### config.mk
export PLATFORM = sky130hd
export DESIGN_NAME = mem_arbiter
export DESIGN_NICKNAME = d
export VERILOG_FILES = /design/src/rtl/mem_arbiter.sv
export SDC_FILE = /design/constraint.sdc
export NUM_CORES = 1
export LEC_CHECK = 0
export CAP_MARGIN = 20
export CORE_MARGIN = 2
export CORE_UTILIZATION = 38
export DETAILED_ROUTE_END_ITERATION = 16
export PLACE_DENSITY_LB_ADDON = 0.08
export SETUP_SLACK_MARGIN = 0.3
export SLEW_MARGIN = 20
export SYNTH_ARGS = -nofsm -noshare
export SYNTH_HDL_FRONTEND = slang
export SYNTH_SLANG_ARGS = --single-unit
### constraint.sdc
create_clock -name i_clk -period 1.9 [get_ports i_clk]
set_input_delay 0.57 -clock i_clk [delete_from_list [all_inputs] [get_ports i_clk]]
set_output_delay 0.57 -clock i_clk [all_outputs]
set_load 0.02 [all_outputs]
### src/rtl/mem_arbiter.sv
// mem_arbiter: two-master arbiter for the single unified instruction/data
// memory port. Only one memory transaction is in flight at a time. When both
// masters request together, the grant alternates between them. A watchdog
// ends a transaction with an error response if the memory never acknowledges.
//
// Ports:
//   i_clk, i_rstn        clock (rising edge), asynchronous active-low reset
//   i_m0_* / o_m0_*      master 0 (core): request fields in, ack/err/rdata out
//   i_m1_* / o_m1_*      master 1 (loader/debug): same as master 0
//   o_mem_*              registered memory request and its fields
//   i_mem_ack/rdata      one-cycle memory completion and its read data
//   o_busy               high while a transaction is in BUSY or RESP
//
// All outputs are registered, so no combinational path runs from any input
// to any output.
module mem_arbiter #(
  parameter int AW      = 32,
  parameter int TIMEOUT = 255
) (
  input  logic          i_clk,
  input  logic          i_rstn,
  input  logic          i_m0_req,
  input  logic          i_m0_we,
  input  logic [AW-1:0] i_m0_addr,
  input  logic [31:0]   i_m0_wdata,
  input  logic [3:0]    i_m0_be,
  output logic          o_m0_ack,
  output logic          o_m0_err,
  output logic [31:0]   o_m0_rdata,
  input  logic          i_m1_req,
  input  logic          i_m1_we,
  input  logic [AW-1:0] i_m1_addr,
  input  logic [31:0]   i_m1_wdata,
  input  logic [3:0]    i_m1_be,
  output logic          o_m1_ack,
  output logic          o_m1_err,
  output logic [31:0]   o_m1_rdata,
  output logic          o_mem_req,
  output logic          o_mem_we,
  output logic [AW-1:0] o_mem_addr,
  output logic [31:0]   o_mem_wdata,
  output logic [3:0]    o_mem_be,
  input  logic          i_mem_ack,
  input  logic [31:0]   i_mem_rdata,
  output logic          o_busy
);

  // A width of at least 1 keeps the counter legal when the watchdog is off.
  localparam int CW = (TIMEOUT > 0) ? $clog2(TIMEOUT + 1) : 1;

  typedef enum logic [1:0] {IDLE = 2'd0, BUSY = 2'd1, RESP = 2'd2} state_t;

  state_t        state_reg, state_next;
  logic          sel_reg, sel_next;
  logic          last_grant_reg, last_grant_next;
  logic [CW-1:0] cnt_reg, cnt_next;
  logic          mem_req_reg, mem_req_next;
  logic          mem_we_reg, mem_we_next;
  logic [AW-1:0] mem_addr_reg, mem_addr_next;
  logic [31:0]   mem_wdata_reg, mem_wdata_next;
  logic [3:0]    mem_be_reg, mem_be_next;
  logic          busy_reg, busy_next;

  // Per-master views of the request side, indexed by master number.
  logic [1:0]           req;
  logic [1:0]           we;
  logic [1:0][AW-1:0]   addr;
  logic [1:0][31:0]     wdata;
  logic [1:0][3:0]      be;
  logic [1:0]           ack_vec;
  logic [1:0]           err_vec;
  logic [1:0][31:0]     rdata_vec;

  assign req   = {i_m1_req, i_m0_req};
  assign we    = {i_m1_we, i_m0_we};
  assign addr  = {i_m1_addr, i_m0_addr};
  assign wdata = {i_m1_wdata, i_m0_wdata};
  assign be    = {i_m1_be, i_m0_be};

  logic        any_req;
  logic        grant;
  logic        timeout_hit;
  logic        done;
  logic        done_err;
  logic [31:0] resp_data;

  // On a tie the master that did not win last time gets the grant.
  // last_grant resets to 1, so master 0 wins the first tie.
  always_comb begin
    any_req = |req;
    if (&req) grant = ~last_grant_reg;
    else      grant = req[1];
  end

  // The counter equals the number of BUSY cycles already spent, so this
  // flags the TIMEOUT-th cycle with o_mem_req high. When ack arrives in that
  // same cycle, the ack wins and no error is reported.
  always_comb begin
    timeout_hit = (TIMEOUT > 0) && (cnt_reg == CW'(TIMEOUT - 1));
    done        = (state_reg == BUSY) && (i_mem_ack || timeout_hit);
    done_err    = done && !i_mem_ack;
    resp_data   = (i_mem_ack && !mem_we_reg) ? i_mem_rdata : 32'h0;
  end

  // State register and the registered outputs it sequences.
  always_ff @(posedge i_clk or negedge i_rstn) begin
    if (!i_rstn) begin
      state_reg      <= IDLE;
      sel_reg        <= 1'b0;
      last_grant_reg <= 1'b1;
      cnt_reg        <= '0;
      mem_req_reg    <= 1'b0;
      mem_we_reg     <= 1'b0;
      mem_addr_reg   <= '0;
      mem_wdata_reg  <= '0;
      mem_be_reg     <= '0;
      busy_reg       <= 1'b0;
    end else begin
      state_reg      <= state_next;
      sel_reg        <= sel_next;
      last_grant_reg <= last_grant_next;
      cnt_reg        <= cnt_next;
      mem_req_reg    <= mem_req_next;
      mem_we_reg     <= mem_we_next;
      mem_addr_reg   <= mem_addr_next;
      mem_wdata_reg  <= mem_wdata_next;
      mem_be_reg     <= mem_be_next;
      busy_reg       <= busy_next;
    end
  end

  // Next-state logic. RESP always lasts exactly one cycle.
  always_comb begin
    state_next = state_reg;
    case (state_reg)
      IDLE:    if (any_req) state_next = BUSY;
      BUSY:    if (done) state_next = RESP;
      RESP:    state_next = IDLE;
      default: state_next = IDLE;
    endcase
  end

  // Output logic: next values for the registered memory-side outputs.
  always_comb begin
    sel_next        = sel_reg;
    last_grant_next = last_grant_reg;
    cnt_next        = '0;
    mem_req_next    = mem_req_reg;
    mem_we_next     = mem_we_reg;
    mem_addr_next   = mem_addr_reg;
    mem_wdata_next  = mem_wdata_reg;
    mem_be_next     = mem_be_reg;
    case (state_reg)
      IDLE: begin
        if (any_req) begin
          sel_next        = grant;
          last_grant_next = grant;
          mem_req_next    = 1'b1;
          mem_we_next     = we[grant];
          mem_addr_next   = addr[grant];
          mem_wdata_next  = wdata[grant];
          mem_be_next     = be[grant];
        end
      end
      BUSY: begin
        // Saturate rather than wrap; with the watchdog off it stays at zero.
        if ((TIMEOUT > 0) && (cnt_reg != CW'(TIMEOUT))) cnt_next = cnt_reg + CW'(1);
        else                                            cnt_next = cnt_reg;
        if (done) mem_req_next = 1'b0;
      end
      default: ;
    endcase
    busy_next = (state_next != IDLE);
  end

  // Response registers, one set per master. Only the selected master sees
  // ack/err, and its rdata holds until its next completion.
  for (genvar gi = 0; gi < 2; gi++) begin : g_resp
    logic        ack_reg;
    logic        err_reg;
    logic [31:0] rdata_reg;
    logic        hit;

    assign hit = done && (sel_reg == 1'(gi));

    always_ff @(posedge i_clk or negedge i_rstn) begin
      if (!i_rstn) begin
        ack_reg   <= 1'b0;
        err_reg   <= 1'b0;
        rdata_reg <= '0;
      end else begin
        ack_reg <= hit;
        err_reg <= hit && done_err;
        if (hit) rdata_reg <= resp_data;
      end
    end

    assign ack_vec[gi]   = ack_reg;
    assign err_vec[gi]   = err_reg;
    assign rdata_vec[gi] = rdata_reg;
  end

  assign o_m0_ack    = ack_vec[0];
  assign o_m0_err    = err_vec[0];
  assign o_m0_rdata  = rdata_vec[0];
  assign o_m1_ack    = ack_vec[1];
  assign o_m1_err    = err_vec[1];
  assign o_m1_rdata  = rdata_vec[1];
  assign o_mem_req   = mem_req_reg;
  assign o_mem_we    = mem_we_reg;
  assign o_mem_addr  = mem_addr_reg;
  assign o_mem_wdata = mem_wdata_reg;
  assign o_mem_be    = mem_be_reg;
  assign o_busy      = busy_reg;

endmodule

## Yosys cells after proc, flatten, opt, wreduce, memory -nomap -nowiden

Index checks and enable logic that the tools add are counted.

| storage, ports and cells | value |
|---|---|
| flip-flop bits (word level) | 151 |

| operators by class | value |
|---|---|
| $add $sub $neg | 1 |
| magnitude comparators | 1 |
| eq/ne operators | 6 |
| muxes and demuxes | 18 |
| bitwise logic cells | 2 |
| reduce and logical (&&, ||, !) cells | 17 |

Operators by type and width:

| operator | count |
|---|---|
| $mux W32 | 5 |
| $mux W8 | 2 |
| $add A8 B1 Y8 const B | 1 |
| $eq A8 B8 Y1 const B | 1 |
| $mux W4 | 2 |
| $ne A8 B8 Y1 const B | 1 |
| $logic_and A1 B1 Y1 | 7 |
| $mux W1 | 5 |
| $mux W2 | 2 |
| $ne A2 B2 Y1 const B | 2 |
| $pmux W2 S2 | 1 |
| $reduce_and A2 Y1 | 2 |
| $reduce_bool A2 Y1 | 2 |
| $reduce_and A3 Y1 | 1 |
| $eq A2 B1 Y1 const B | 1 |
| $logic_not A1 Y1 | 2 |
| $logic_not A2 Y1 | 1 |
| $lt A1 B2 Y1 const B | 1 |
| $ne A2 B1 Y1 const B | 1 |
| $not A1 Y1 | 2 |
| $pmux W1 S2 | 1 |
| $reduce_or A2 Y1 | 1 |
| $logic_or A1 B1 Y1 | 1 |

## Logic depth before layout (Yosys ltp)

Gate-level depths: netlist (run 1).

| depth | value |
|---|---|
| word-level depth | 6 |
| gate-level depth with buffers | 6 |

## Worst setup path before layout (run 1)

Ideal clock, no wire load.

| timing path | value |
|---|---|
| path type | input to register |
| start point | in i_m1_req |
| end point | reg mem_addr_reg[0] (netlist: o_mem_addr[0]) |
| setup time | 125 ps |
| data arrival time | 1,746 ps |
| required time | 1,775 ps |
| setup slack | 29 ps |
| stages on the path | 4 |
| path through | a21boi_4 > buf_12 > mux2_4 > mux2_4 |

| on the way | value |
|---|---|
| word-level cells in the longest chain between the ends | 4 |
| elaborated cells between the ends (all ways) | 6 |
| those cells by class | 3 x mux; 3 x reduce/logical |

Ends and longest elaborated chain:

| element | line | text |
|---|---|---|
| from (decl) | 30 | `input logic i_m1_req,` |
| $reduce_and A2 Y1 | 91 | `if (&req) grant = ~last_grant_reg;` |
| $mux W1 | 91 |  |
| $mux W32 (implied by the code) (2 in a row) | 160 | `mem_addr_next = addr[grant];` |
| to (signal assigned) | 125 | `mem_addr_reg <= mem_addr_next;` |
| to (decl) | 59 | `logic [AW-1:0] mem_addr_reg, mem_addr_next;` |

Several ways; a longest one is shown, not always the timed one. The select of a mux whose other input is x is not followed.
A chain may end at the register's enable or synchronous reset.

## Worst setup path in the final report (run 1)

| timing path | value |
|---|---|
| start point | reg last_grant_reg |
| end point | reg mem_addr_reg[16] (netlist: o_mem_addr[16]) |

| on the way | value |
|---|---|
| word-level cells in the longest chain between the ends | 4 |

Ends and longest elaborated chain:

| element | line | text |
|---|---|---|
| from (decl) | 55 | `logic last_grant_reg, last_grant_next;` |
| from (signal assigned) | 121 | `last_grant_reg <= last_grant_next;` |
| $not A1 Y1 | 91 |  |
| $mux W1 | 91 |  |
| $mux W32 (implied by the code) (2 in a row) | 160 |  |

No other way between the ends. The select of a mux whose other input is x is not followed.

==> results.json, run 1 <==
{
  "clockBufferDepth": 2,
  "fin_crit_ns": 1.73,
  "globalplace.congestion": 0.780,
  "critPathSlowestCell": "dfstp_2",
  "hold_slack_ns": 0.0539,
  "cts_tree": "done",
  "slew_violations": 0,
  "rsz0062_at_grt": "yes",
  "synthMuxAreaShare_pct": 35.3,
  "p_per_area_nw_per_um2": 1630,
  "synth_top_family_by_area": "multiplexers",
  "num-nets-final": 1092,
  "worstPathRequired_ns": 2.20,
  "cts_hold_buffers": 0,
  "grt_antenna_before_repair": 1,
  "ant_nets": 0,
  "synthAdderAreaFrac_pct": 0.308,
  "row_count": 53,
  "drive_above_1_share_pct": 48.3,
  "grt_pass1_vias": 6138,
  "vias": 5926,
  "fin_area_sq_um": 12400,
  "critPathKind": "flop to flop",
  "initial_utilization_pct": 38.6,
  "slew_headroom_pct": 71.7,
  "regToRegSetupSlack_ns": 0.17,
  "yosys.area.top_type_share_pct": 46.2,
  "syn-num-nets": 719,
  "first_iter_violations": 252,
  "synth_seq_area_share_pct": 46.6,
  "synth_warnings": 0,
  "final_hold_viol_count": 0,
  "cts_max_level": 4,
  "irDropWorstVdd_uv": 614,
  "track_usage_pct": 19.5,
  "syn_to_final_growth_pct": 53.0,
  "clk_latency_ns": 0.42,
  "drv_cap": 0,
  "crit_fanout": 8,
  "die-width_um": 150,
  "synth-compound-area-share_pct": 8.23,
  "clkSinkCount": 151,
  "hold_path_class": "input port to async pin",
  "max_stage_delay_ns": 0.56,
  "fp.coreArea_sq_um": 21000,
  "die_h_um": 150,
  "tightest_slew_ns": 0.420,
  "viasPerCell": 4.93,
  "dp_slack_ns": -0.428,
  "io_pins": 314,
  "end_kind": "flop",
  "avgSynthCellArea_sq_um": 15.0,
  "die_area_sq_um": 22500,
  "clk_pin_slew_ns": 0.07,
  "setup_viol": 0,
  "dr.pass1.iters": 4,
  "syn_inst": 542,
  "grt_pass1_wl_mm": 33.6,
  "drc": 0,
  "fin_skew_ns": 0.0101,
  "ys_top_cells_by_area": "dfrtp_1, mux2_4, a21o_1, mux2_1, and3b_1",
  "crit_arrival_ns": 2.03,
  "syn_area_sq_um": 8120,
  "fin_crit_sh_pct": 91.0,
  "fillers": 1683,
  "yosys.area.top_type": "dfrtp_1",
  "synth_simple_gate_area_share_pct": 5.63,
  "leakage_nw": 5.84,
  "cts-root-buf": "clkbuf_16",
  "post_dp_cell_area_sq_um": 11700,
  "finalWirelength_mm": 23.6,
  "postLayoutSetupSlackWorst_ns": 0.171,
  "synth-xor-area-share_pct": 0,
  "dp_hpwl_mm": 16.6,
  "max_clock_freq_mhz": 578,
  "synth_cell_types": 38,
  "synth-seq-cells": 151,
  "grt_max_degree": 37,
  "crit_chain": "a21boi_4, buf_12, buf_12, buf_8, mux2_4, mux2_4",
  "gr-total-overflow": 0,
  "status": "finished, final reports clean",
  "io_buffers": 313,
  "start_kind": "flop",
  "reg2regPathDepth": 6,
  "tritoncts.num_buffers": 17,
  "wl_per_cell_um": 19.6,
  "antenna_cells": 0
}
per-stage QoR:
step | util, % | instances | TNS [ns] | power (mW)
2_1_floorplan | - | 542 | 0 | 12.1
3_3_place_gp | 55.8 | 1134 | -29.46 | 16.4
3_5_place_dp | 55.8 | 1134 | -31.94 | 16.6
4_1_cts | 56.7 | 1181 | 0 | 19.3
5_1_grt | 59.1 | 1203 | 0 | 21.2
6_report | 59.1 | 1203 | 0 | 20.2
cell type report:
| type | count | area (sq um) | area share, % |
|---|---|---|---|
| flip-flops and latches | 151 | 3780 | 30.5 |
| well taps | 275 | 344 | 2.77 |
| multi-input cells | 353 | 4160 | 33.5 |
| inverters | 2 | 7.51 | 0.0605 |
| repair buffers | 390 | 3510 | 28.3 |
| clock buffers | 20 | 447 | 3.60 |
| clock inverters | 12 | 166 | 1.34 |
synthesized netlist by cell type, drive strengths merged:
master / n
a31oi: 5
nand4: 2
a22o: 1
nor2: 4
o21ai: 4
ha: 2
buf: 28
a41oi: 1
nand2: 5
o21bai: 2
and3: 2
and4: 1
nand3: 3
a21oi: 3
nand2b: 1
o21a: 1
nor3b: 1
inv: 2
dfstp: 1
o311a: 2
a21boi: 1
nor4: 1
clkbuf: 8
mux2: 202
nor4b: 1
a21o: 64
and3b: 34
nor2b: 2
dfrtp: 150
o22a: 1
nor3: 5
o31ai: 1
a211oi: 1
cell families (layout without fill, tap and decap cells):
| kind of cell | after synthesis | after routing |
|---|---|---|
| fa+ha+maj | 2 | 2 |
| compound gates | 87 | 87 |
| mux | 202 | 202 |
| simple gates | 62 | 62 |
| buf+inv | 38 | 424 |
| flops | 151 | 151 |
worst max-delay path: cells and delay by family, from the launching register on:
kind	cells	cell delay (ns)
muxes	2	0.56
buffers and inverters	3	0.41
AOI/OAI and AO/OA	1	0.07
DFF	1	0.56
final timing paths:
kind	to	startpoint
min in group i_clk	o_m1_rdata[0]	o_m1_rdata[0]
max reg2reg	o_mem_addr[16]	last_grant_reg
min reg2reg	o_m1_rdata[0]	o_m1_rdata[0]
max in group asynchronous	o_m1_rdata[20]	i_rstn
min	o_m0_rdata[29]	i_rstn
max	o_mem_addr[16]	last_grant_reg
routing by layer:
layer	share of wire (%)	track usage, %	wire, um
met1	40	23.6	9470
met2	51	34.0	12100
met3	6.0	4.70	1420
met4	2.3	6.70	531
met5	0.055	0	13
repair_timing:
| action | CTS | global route |
|---|---|---|
| endpoints found under the setup margin | 236 | 138 |
| pin swaps | 1 | 3 |
| buffers inserted | 12 | 16 |
| cloned | 3 | 6 |
| resized for setup | 589 | 62 |
placed cells by master, fill, tap and decap left out, drive strengths merged, types with 3 or more instances in the layout:
master / netlist / final
a21o: 64 / 64
a21oi: 3 / 3
a31oi: 5 / 5
and3b: 34 / 34
buf: 28 / 212
bufinv: 0 / 3
clkbuf: 8 / 25
clkdlybuf4s50: 0 / 170
clkinv: 0 / 4
dfrtp: 150 / 150
inv: 2 / 6
mux2: 202 / 202
nand2: 5 / 5
nand3: 3 / 3
nor2: 4 / 4
nor3: 5 / 5
o21ai: 4 / 4
where the power goes:
part           switching [mW]  leakage [nW]  total [mW]  internal [mW]
registers               0.996          1.68        5.69           4.69
clock network            1.39         0.298        3.52           2.13
logic                    5.00          3.86        11.0           6.02
total                    7.39          5.84        20.2           12.8
Power figures use the tool's default switching activity.
==> inputs of run 2 (changes only) <==
--- a/config.mk
+++ b/config.mk
@@ -11,5 +11,6 @@
 export DETAILED_ROUTE_END_ITERATION = 16
+export MAX_ROUTING_LAYER = met4
 export PLACE_DENSITY_LB_ADDON = 0.08
 export SETUP_SLACK_MARGIN = 0.3
-export SLEW_MARGIN = 20
+export SLEW_MARGIN = 15
 export SYNTH_ARGS = -nofsm -noshare
--- a/constraint.sdc
+++ b/constraint.sdc
@@ -3,2 +3,2 @@
 set_output_delay 0.57 -clock i_clk [all_outputs]
-set_load 0.02 [all_outputs]
+set_load 0.1 [all_outputs]
==> results.json, run 2 (synthesis results as in run 1) <==
{
  "vias": 6407,
  "die_h_um": 150,
  "viasPerCell": 4.94,
  "max_stage_delay_ns": 0.57,
  "clockBufferDepth": 2,
  "worstPathRequired_ns": 2.21,
  "post_dp_cell_area_sq_um": 13200,
  "r2r_start": "last_grant_reg",
  "finalWirelength_mm": 26.2,
  "dp_hpwl_mm": 17.4,
  "fp.coreArea_sq_um": 21000,
  "antenna_cells": 0,
  "end_kind": "flop",
  "io_buffers": 313,
  "critPathTopFamily": "flip-flops",
  "crit_arrival_ns": 2.04,
  "setup_viol": 0,
  "track_usage_pct": 22.6,
  "num-nets-final": 1187,
  "clkSinkCount": 151,
  "drive_above_1_share_pct": 53.2,
  "dp_slack_ns": -0.435,
  "syn_to_final_growth_pct": 88.9,
  "cts-root-buf": "clkbuf_16",
  "hold_path_class": "input port to async pin",
  "io_pins": 314,
  "clk_pin_slew_ns": 0.07,
  "tritoncts.num_buffers": 17,
  "tightest_slew_ns": 0.433,
  "fin_area_sq_um": 15300,
  "final.setup.tns_ns": 0,
  "final_cell_mix": "mux2_4, clkdlybuf4s50_1, buf_12, dfrtp_1, buf_4",
  "drv_cap": 0,
  "clk_latency_ns": 0.43,
  "grt_max_degree": 41,
  "worst-path-stages": 6,
  "first_iter_violations": 235,
  "final_hold_viol_count": 0,
  "grt_pass1_vias": 6979,
  "wl_per_cell_um": 20.2,
  "regToRegSetupSlack_ns": 0.17,
  "final_common_cell": "mux2_4",
  "status": "finished, final reports clean",
  "fin_skew_ns": 0.0126,
  "reg2regPathDepth": 6,
  "fin_crit_sh_pct": 90.9,
  "slew_violations": 0,
  "cts_max_level": 4,
  "start_kind": "flop",
  "critical_path_buf_inv_count": 3,
  "ant_nets": 0,
  "fin_crit_ns": 1.73,
  "drc": 0,
  "grt_pass1_wl_mm": 37.5,
  "max_clock_freq_mhz": 579,
  "cts_tree": "done",
  "globalplace.congestion": 0.842,
  "crit_chain": "a21boi_4, buf_12, buf_16, buf_6, mux2_4, mux2_4",
  "gr-total-overflow": 0,
  "fillers": 1279,
  "grt_antenna_before_repair": 0,
  "critPathLaunch": "last_grant_reg",
  "critPathKind": "flop to flop",
  "rsz0062_at_grt": "yes",
  "die-width_um": 150,
  "die_area_sq_um": 22500,
  "crit_path_frequent_cell": "mux2_4",
  "row_count": 53,
  "crit_fanout": 7,
  "slew_headroom_pct": 71.2,
  "initial_utilization_pct": 38.6,
  "hold_slack_ns": 0.0114,
  "postLayoutSetupSlackWorst_ns": 0.173,
  "dr.pass1.iters": 4,
  "cts_hold_buffers": 0,
  "critPathSlowestCell": "dfstp_2"
}
==> run 2: area by class of cell <==
class	instances	area, sq um	area share [%]
clock buffer	19	443	2.89
clock inverter	13	170	1.11
inverter	2	7.51	0.0489
multi-input combinational	354	4160	27.1
sequential	151	3790	24.7
tap	275	344	2.24
timing repair buffer	484	6420	41.9
==> run 2: path summary, 6_finish.rpt <==
path,end
worst max register to register,o_mem_addr[16]
worst min-delay path,o_mem_wdata[18]
min in group i_clk,o_m0_rdata[5]
worst max-delay path,o_mem_addr[16]
max in group asynchronous,o_mem_wdata[7]
worst min register to register,o_m0_rdata[5]
==> run 2: layer usage <==
metal	share of wire, %	up-vias	track usage, %
met4	2.6	0	8.35
met2	53	247	39.2
li1	-	2929	-
met1	39	3184	25.6
met3	5.7	47	5.27
met5	0	-	-
==> run 2: stage by stage <==
stage,std cells,utilization [%]
floorplan,542,-
global placement,1132,62.6
finish,1298,73.0
detailed placement,1132,62.6
global route,1298,73.0
CTS,1255,69.8
==> run 2: repair_timing <==
item / in CTS / in global routing
pin swaps: 2 / 3
endpoints found under the hold margin: 0 / 0
setup buffers: 87 / 31
gates cloned: 4 / 12
resized for setup: 35 / 36
setup endpoints to repair: 228 / 270
Power of run 2 is not shown: default switching activity piles up to over one toggle a cycle in this logic, so the estimate is an artifact.
==> variant 1, RTL diff (flow settings as in run 1) <==
`mem_addr_reg`, `mem_wdata_reg` and `mem_be_reg` no longer have a reset.
--- a/src/rtl/mem_arbiter.sv
+++ b/src/rtl/mem_arbiter.sv
@@ -112,7 +112,4 @@
       mem_req_reg    <= 1'b0;
       mem_we_reg     <= 1'b0;
-      mem_addr_reg   <= '0;
-      mem_wdata_reg  <= '0;
-      mem_be_reg     <= '0;
       busy_reg       <= 1'b0;
     end else begin
@@ -123,9 +120,12 @@
       mem_req_reg    <= mem_req_next;
       mem_we_reg     <= mem_we_next;
-      mem_addr_reg   <= mem_addr_next;
-      mem_wdata_reg  <= mem_wdata_next;
-      mem_be_reg     <= mem_be_next;
       busy_reg       <= busy_next;
     end
+  end
+
+  always_ff @(posedge i_clk) begin
+    mem_addr_reg  <= mem_addr_next;
+    mem_wdata_reg <= mem_wdata_next;
+    mem_be_reg    <= mem_be_next;
   end
 
Check against the original RTL: not equivalent (a bounded check fails within 4 cycles, from zero or initial values and one cycle with i_rstn low).
==> variant 1 against run 1 <==
  * Hold slack got worse by 33 ps
  * Final area is 8.8% lower
  * Sequential share of layout area increased by 5.9 points
  * Power down 27%
  * Setup slack better by 71 ps
  * Cell count decreased by 5.2%
  * Sequential cell count stayed put
  * Clock power decreased by 1%
  * Wire length is 0.45% higher
  * Maximum frequency rose by 4.3%
  * Non-clock buffer count fell by 13
  * Combinational power shrank 44%
  * Area after synthesis decreased by 14%
==> variant 1: results (changes against run 1) <==
* Run status: complete, no violations
* Global-route track usage on met2: 40.6% (+6.6 points)
* Tightest Pin Transition: 361 ps (-58.8 ps)
- The HPWL reported at the end of detailed placement was 16600 um (about the same).
* Number of distinct library cells after synthesis: 41 (+7.9%)
- Post-synthesis compound-gate area fraction: 6.56% (-1.7 points)
* Met1 GRT Util: 27.1% (+3.4 points)
* Post-Synthesis Net Count: 708 (-1.5%)
- The final setup skew was 11.4 ps (+1.31 ps).
- RePlAce Congestion: 0.776 (-0.50%)
- Multiplexer share of the synthesized area: 20.7% (-15 points)
- Clock latency of the later-clocked register in the worst-skew pair: 420 ps (about the same)
* Non-filler instance count after layout: 1140 (-5.2%)
- The net switching power of the design is 5270 uW (-29%).
- The number of global-route vias before repair is 5770 (-6.0%).
- Main area contributors after synthesis: sky130_fd_sc_hd__dfrtp_1, sky130_fd_sc_hd__edfxtp_1, sky130_fd_sc_hd__mux2_2
- Sequential cell area fraction in the yosys report: 58.7% (+12 points)
- Number of synthesized flops with an enable pin: 68 (+68)
- The average cell area after synthesis is 13.2 sq um (-12%).
- Wire length of the first global-routing pass: 34700 um (+3.4%)
* Number of placed cells counting well taps: 1080 (-4.8%)
* Hold WC Path Type: primary input to async pin
- Kind of cell adding the most delay to the critical path: flip-flops
* Ranking of synthesized cells by instance count: sky130_fd_sc_hd__dfrtp_1, sky130_fd_sc_hd__mux2_2, sky130_fd_sc_hd__edfxtp_1
- Fraction of met3 tracks used by global routing: 8.47% (+3.8 points)
- The cell area reported after detailed placement came to 10900 sq um (-7.1%).
- All-layer global routing usage: 23.2% (+3.7 points)
- The worst-case vdd ir drop is 0.669 mV (+9.1%).
- The setup slack at placement is -348 ps (+80.1 ps).
- Async set or reset register ratio after synthesis: 55.0% (-45 points)
- The layout filler cell count was 1419 (-16%).
- The number of antenna violations at the first check in global routing came to 2 (+1).
- Parity-gate share of the synthesized area counting xor and xnor cells: 0% (unchanged)
- The initial detailed-routing violation count came to 245 (-2.8%).
- The wire length on met1 came to 8940 um (-5.6%).
- Wirelength, routed: 23700 um (+0.45%)
* Post-synthesis share of cell area spent on full adders, half adders and majority gates: 0.357% (+0.048 points)
- The maximum number of pins on one net before global-route repair was 49 (+32%).
* Wire length on met3: 2040 um (+43%)
- The leakage power total came to 0.00522 uW (-11%).
- Vias: 5581 (-5.8%)
## variant 1: cell types whose count changed after synthesis, moves of 64 or more
cell | before | now
sky130_fd_sc_hd__dfrtp_1 | 150 | 82
sky130_fd_sc_hd__inv_1 | 2 | 67
sky130_fd_sc_hd__mux2_4 | 158 | 0
sky130_fd_sc_hd__mux2i_1 | 0 | 64
sky130_fd_sc_hd__a21o_1 | 64 | 0
sky130_fd_sc_hd__edfxtp_1 | 0 | 68
## variant 1: area by class of cell
cell class	count	area, sq um	area share [%]
clock inverter	8	80.1	0.707
inverter	67	251	2.22
sequential	151	4120	36.4
clock buffer	24	533	4.71
tap	229	287	2.53
timing repair buffer	377	3340	29.5
multi-input combinational	284	2720	24.0
## variant 1: path summary, 6_finish.rpt
| kind | end | slack (ps) | start | cells past startpoint |
|---|---|---|---|---|
| worst max-delay path | o_mem_wdata[30] | 240 | last_grant_reg | 6 |
| worst min-delay path | o_m1_rdata[9] | 20 | i_rstn | 1 |
| worst max register to register | o_mem_wdata[30] | 240 | last_grant_reg | 6 |
| worst min register to register | o_m1_rdata[25] | 530 | o_m1_rdata[25] | 2 |
| max in group asynchronous | last_grant_reg | 1270 | i_rstn | 2 |
| min in group i_clk | o_m1_rdata[25] | 530 | o_m1_rdata[25] | 2 |
## variant 1: repair_timing
| action | in CTS | in global routing |
|---|---|---|
| resized for setup | 587 | 31 |
| pin swaps | 2 | 2 |
| setup buffers | 10 | 7 |
| setup endpoints to repair | 294 | 126 |
| gates cloned | 4 | 7 |
## variant 1: power groups by stage
stage / Combinational, uW / Sequential, uW / Clock, uW
global placement: 6320 / 5170 / 0
detailed placement: 6440 / 5220 / 0
finish: 6150 / 5130 / 3480
floorplan: 2330 / 6260 / 0
CTS: 5820 / 5130 / 3530
global route: 6620 / 5260 / 3690
==> variant 2, RTL diff (flow settings as in run 1) <==
Without the edit above. The parameter `AW` goes from 32 to 64.
--- a/src/rtl/mem_arbiter.sv
+++ b/src/rtl/mem_arbiter.sv
@@ -15,5 +15,5 @@
 // to any output.
 module mem_arbiter #(
-  parameter int AW      = 32,
+  parameter int AW      = 64,
   parameter int TIMEOUT = 255
 ) (
Ports: changed (resized i_m0_addr, i_m1_addr and o_mem_addr); port bits go from 314 to 410. No check against the original RTL was run, so the function may have changed too.
==> variant 2 against run 1 <==
  * Sequential cell count up 32
  * Count of clock-buffer cells in the layout down 1
  * Final area up 16%
  * Setup slack better by 7.9 ps
  * Maximum frequency up 0.46%
  * Area after synthesis up 12%
  * Power up 12%
  * Hold slack better by 12 ps
  * Wire length up 27%
  * Critical path depth unchanged
  * Sequential power up 19%
  * First-iteration DRC count down 4.0%
  * Critical path type unchanged
  * Largest power group unchanged
==> variant 2: results (changes against run 1) <==
- After synthesis, the most frequently instantiated cells are sky130_fd_sc_hd__dfrtp_1, sky130_fd_sc_hd__mux2_2, sky130_fd_sc_hd__mux2_1.
- The final setup skew is 13.2 ps (+3.08 ps).
- The depth of the most critical reg-to-reg path came to 6 (unchanged).
- Post-synthesis share of cell area spent on full adders, half adders and majority gates: 0.274% (-0.034 points)
- CTS buffer count: 17 (unchanged)
- The leakage power total came to 0.00633 uW (+8.4%).
- The number of nets in the layout is 1350 (+24%).
- Multiplexer share of the synthesized area: 34.0% (-1.3 points)
- The maximum number of pins on one net before global-route repair was 45 (+22%).
- The post-route worst hold slack is 65.5 ps (+11.5 ps).
- Peak VDD IR: 0.931 mV (+52%)
- Ratio of routed vias to standard cells: 4.94 (+0.21%)
- The routability-driven placement congestion ratio came to 0.881 (+13%).
- The routed wire length is 29800 um (+27%).
* Sequential cell area fraction in the yosys report: 50.2% (+3.6 points)
- Number of distinct library cells after synthesis: 37 (-2.6%)
* Max Fanout on Critical Path: 11 (+3)
- Proportion of layout cells with a drive suffix above 1: 44.4% (-3.9 points)
- Post-Synthesis Net Count: 886 (+23%)
* Dpl ws: -479 ps (-50.2 ps)
* Slowest cell on crit path: sky130_fd_sc_hd__dfstp_2
- The overall routing resource usage was 22.2% (+2.7 points).
- The first-pass GRT wire length is 43800 um (+30%).
* Main area contributors after synthesis: sky130_fd_sc_hd__dfrtp_1, sky130_fd_sc_hd__mux2_2, sky130_fd_sc_hd__mux2_1
* Run status: complete, no violations
* Total of cells resized after clock tree synthesis: 734 (+25%)
- DP Wirelength: 20400 um (+23%)
* Via count of the first global-routing pass: 7210 (+17%)
* Post-synthesis compound-gate area fraction: 7.20% (-1.0 points)
* Number of buffers added for setup after CTS: 4 (-8)
* Library cell used as clock root buffer: sky130_fd_sc_hd__clkbuf_16
- Tightest Pin Transition: 430 ps (+10.9 ps)
* Initial DRC Count: 242 (-4.0%)
- Minimum clock period: 1720 ps (-7.88 ps)
- Number of input and output port buffers inserted: 409 (+31%)
-- variant 2: changes by cell type after synthesis, sizes merged --
cell / before / now
buf: 28 / 33
dfrtp: 150 / 182
mux2: 202 / 266
clkbuf: 8 / 10
-- variant 2: cells by family (layout without fill, tap and decap cells) --
kind of cell,after synthesis,in the layout
compound gates,87,88
fa+ha+maj,2,2
buf+inv,45,520
flops,183,183
mux,266,266
other cells,0,1
simple gates,62,62
-- variant 2: path summary, 6_finish.rpt --
kind	endpoint	startpoint
setup / recovery	o_mem_addr[15]	last_grant_reg
hold / removal	o_mem_wdata[15]	i_rstn
setup reg to reg	o_mem_addr[15]	last_grant_reg
hold reg to reg	o_mem_req	o_mem_req
max in group asynchronous	cnt_reg[3]	i_rstn
min in group i_clk	o_mem_req	o_mem_req
-- variant 2: layout make-up --
class                   count  area, sq um
clock inverters            12          145
flip-flops and latches    183         4590
inverters                   2         7.51
fillers                  1988         9130
repair buffers            487         4460
clock buffers              19          433
multi-input cells         418         4380
diodes                      1         2.50
well taps                 319          399
-- variant 2: power breakdown --
group          total (uW)  switching (uW)  internal (uW)
sequential           6790            1070           5720
clock                3540            1580           1960
combinational       12300            5890           6400
total               22600            8540          14100
-- variant 2: routing by layer --
| metal | track usage [%] | share of wire, % |
|---|---|---|
| met1 | 27.1 | 41 |
| met2 | 37.6 | 50 |
| met3 | 6.82 | 6.6 |
| met4 | 7.44 | 2.3 |
| met5 | 0 | 0 |
-- variant 2: through the flow --
stage / std cells / util (%)
2_1_floorplan: 645 / -
3_3_place_gp: 1363 / 58.7
3_5_place_dp: 1363 / 58.7
4_1_cts: 1399 / 58.1
5_1_grt: 1441 / 61.2
6_report: 1441 / 61.2
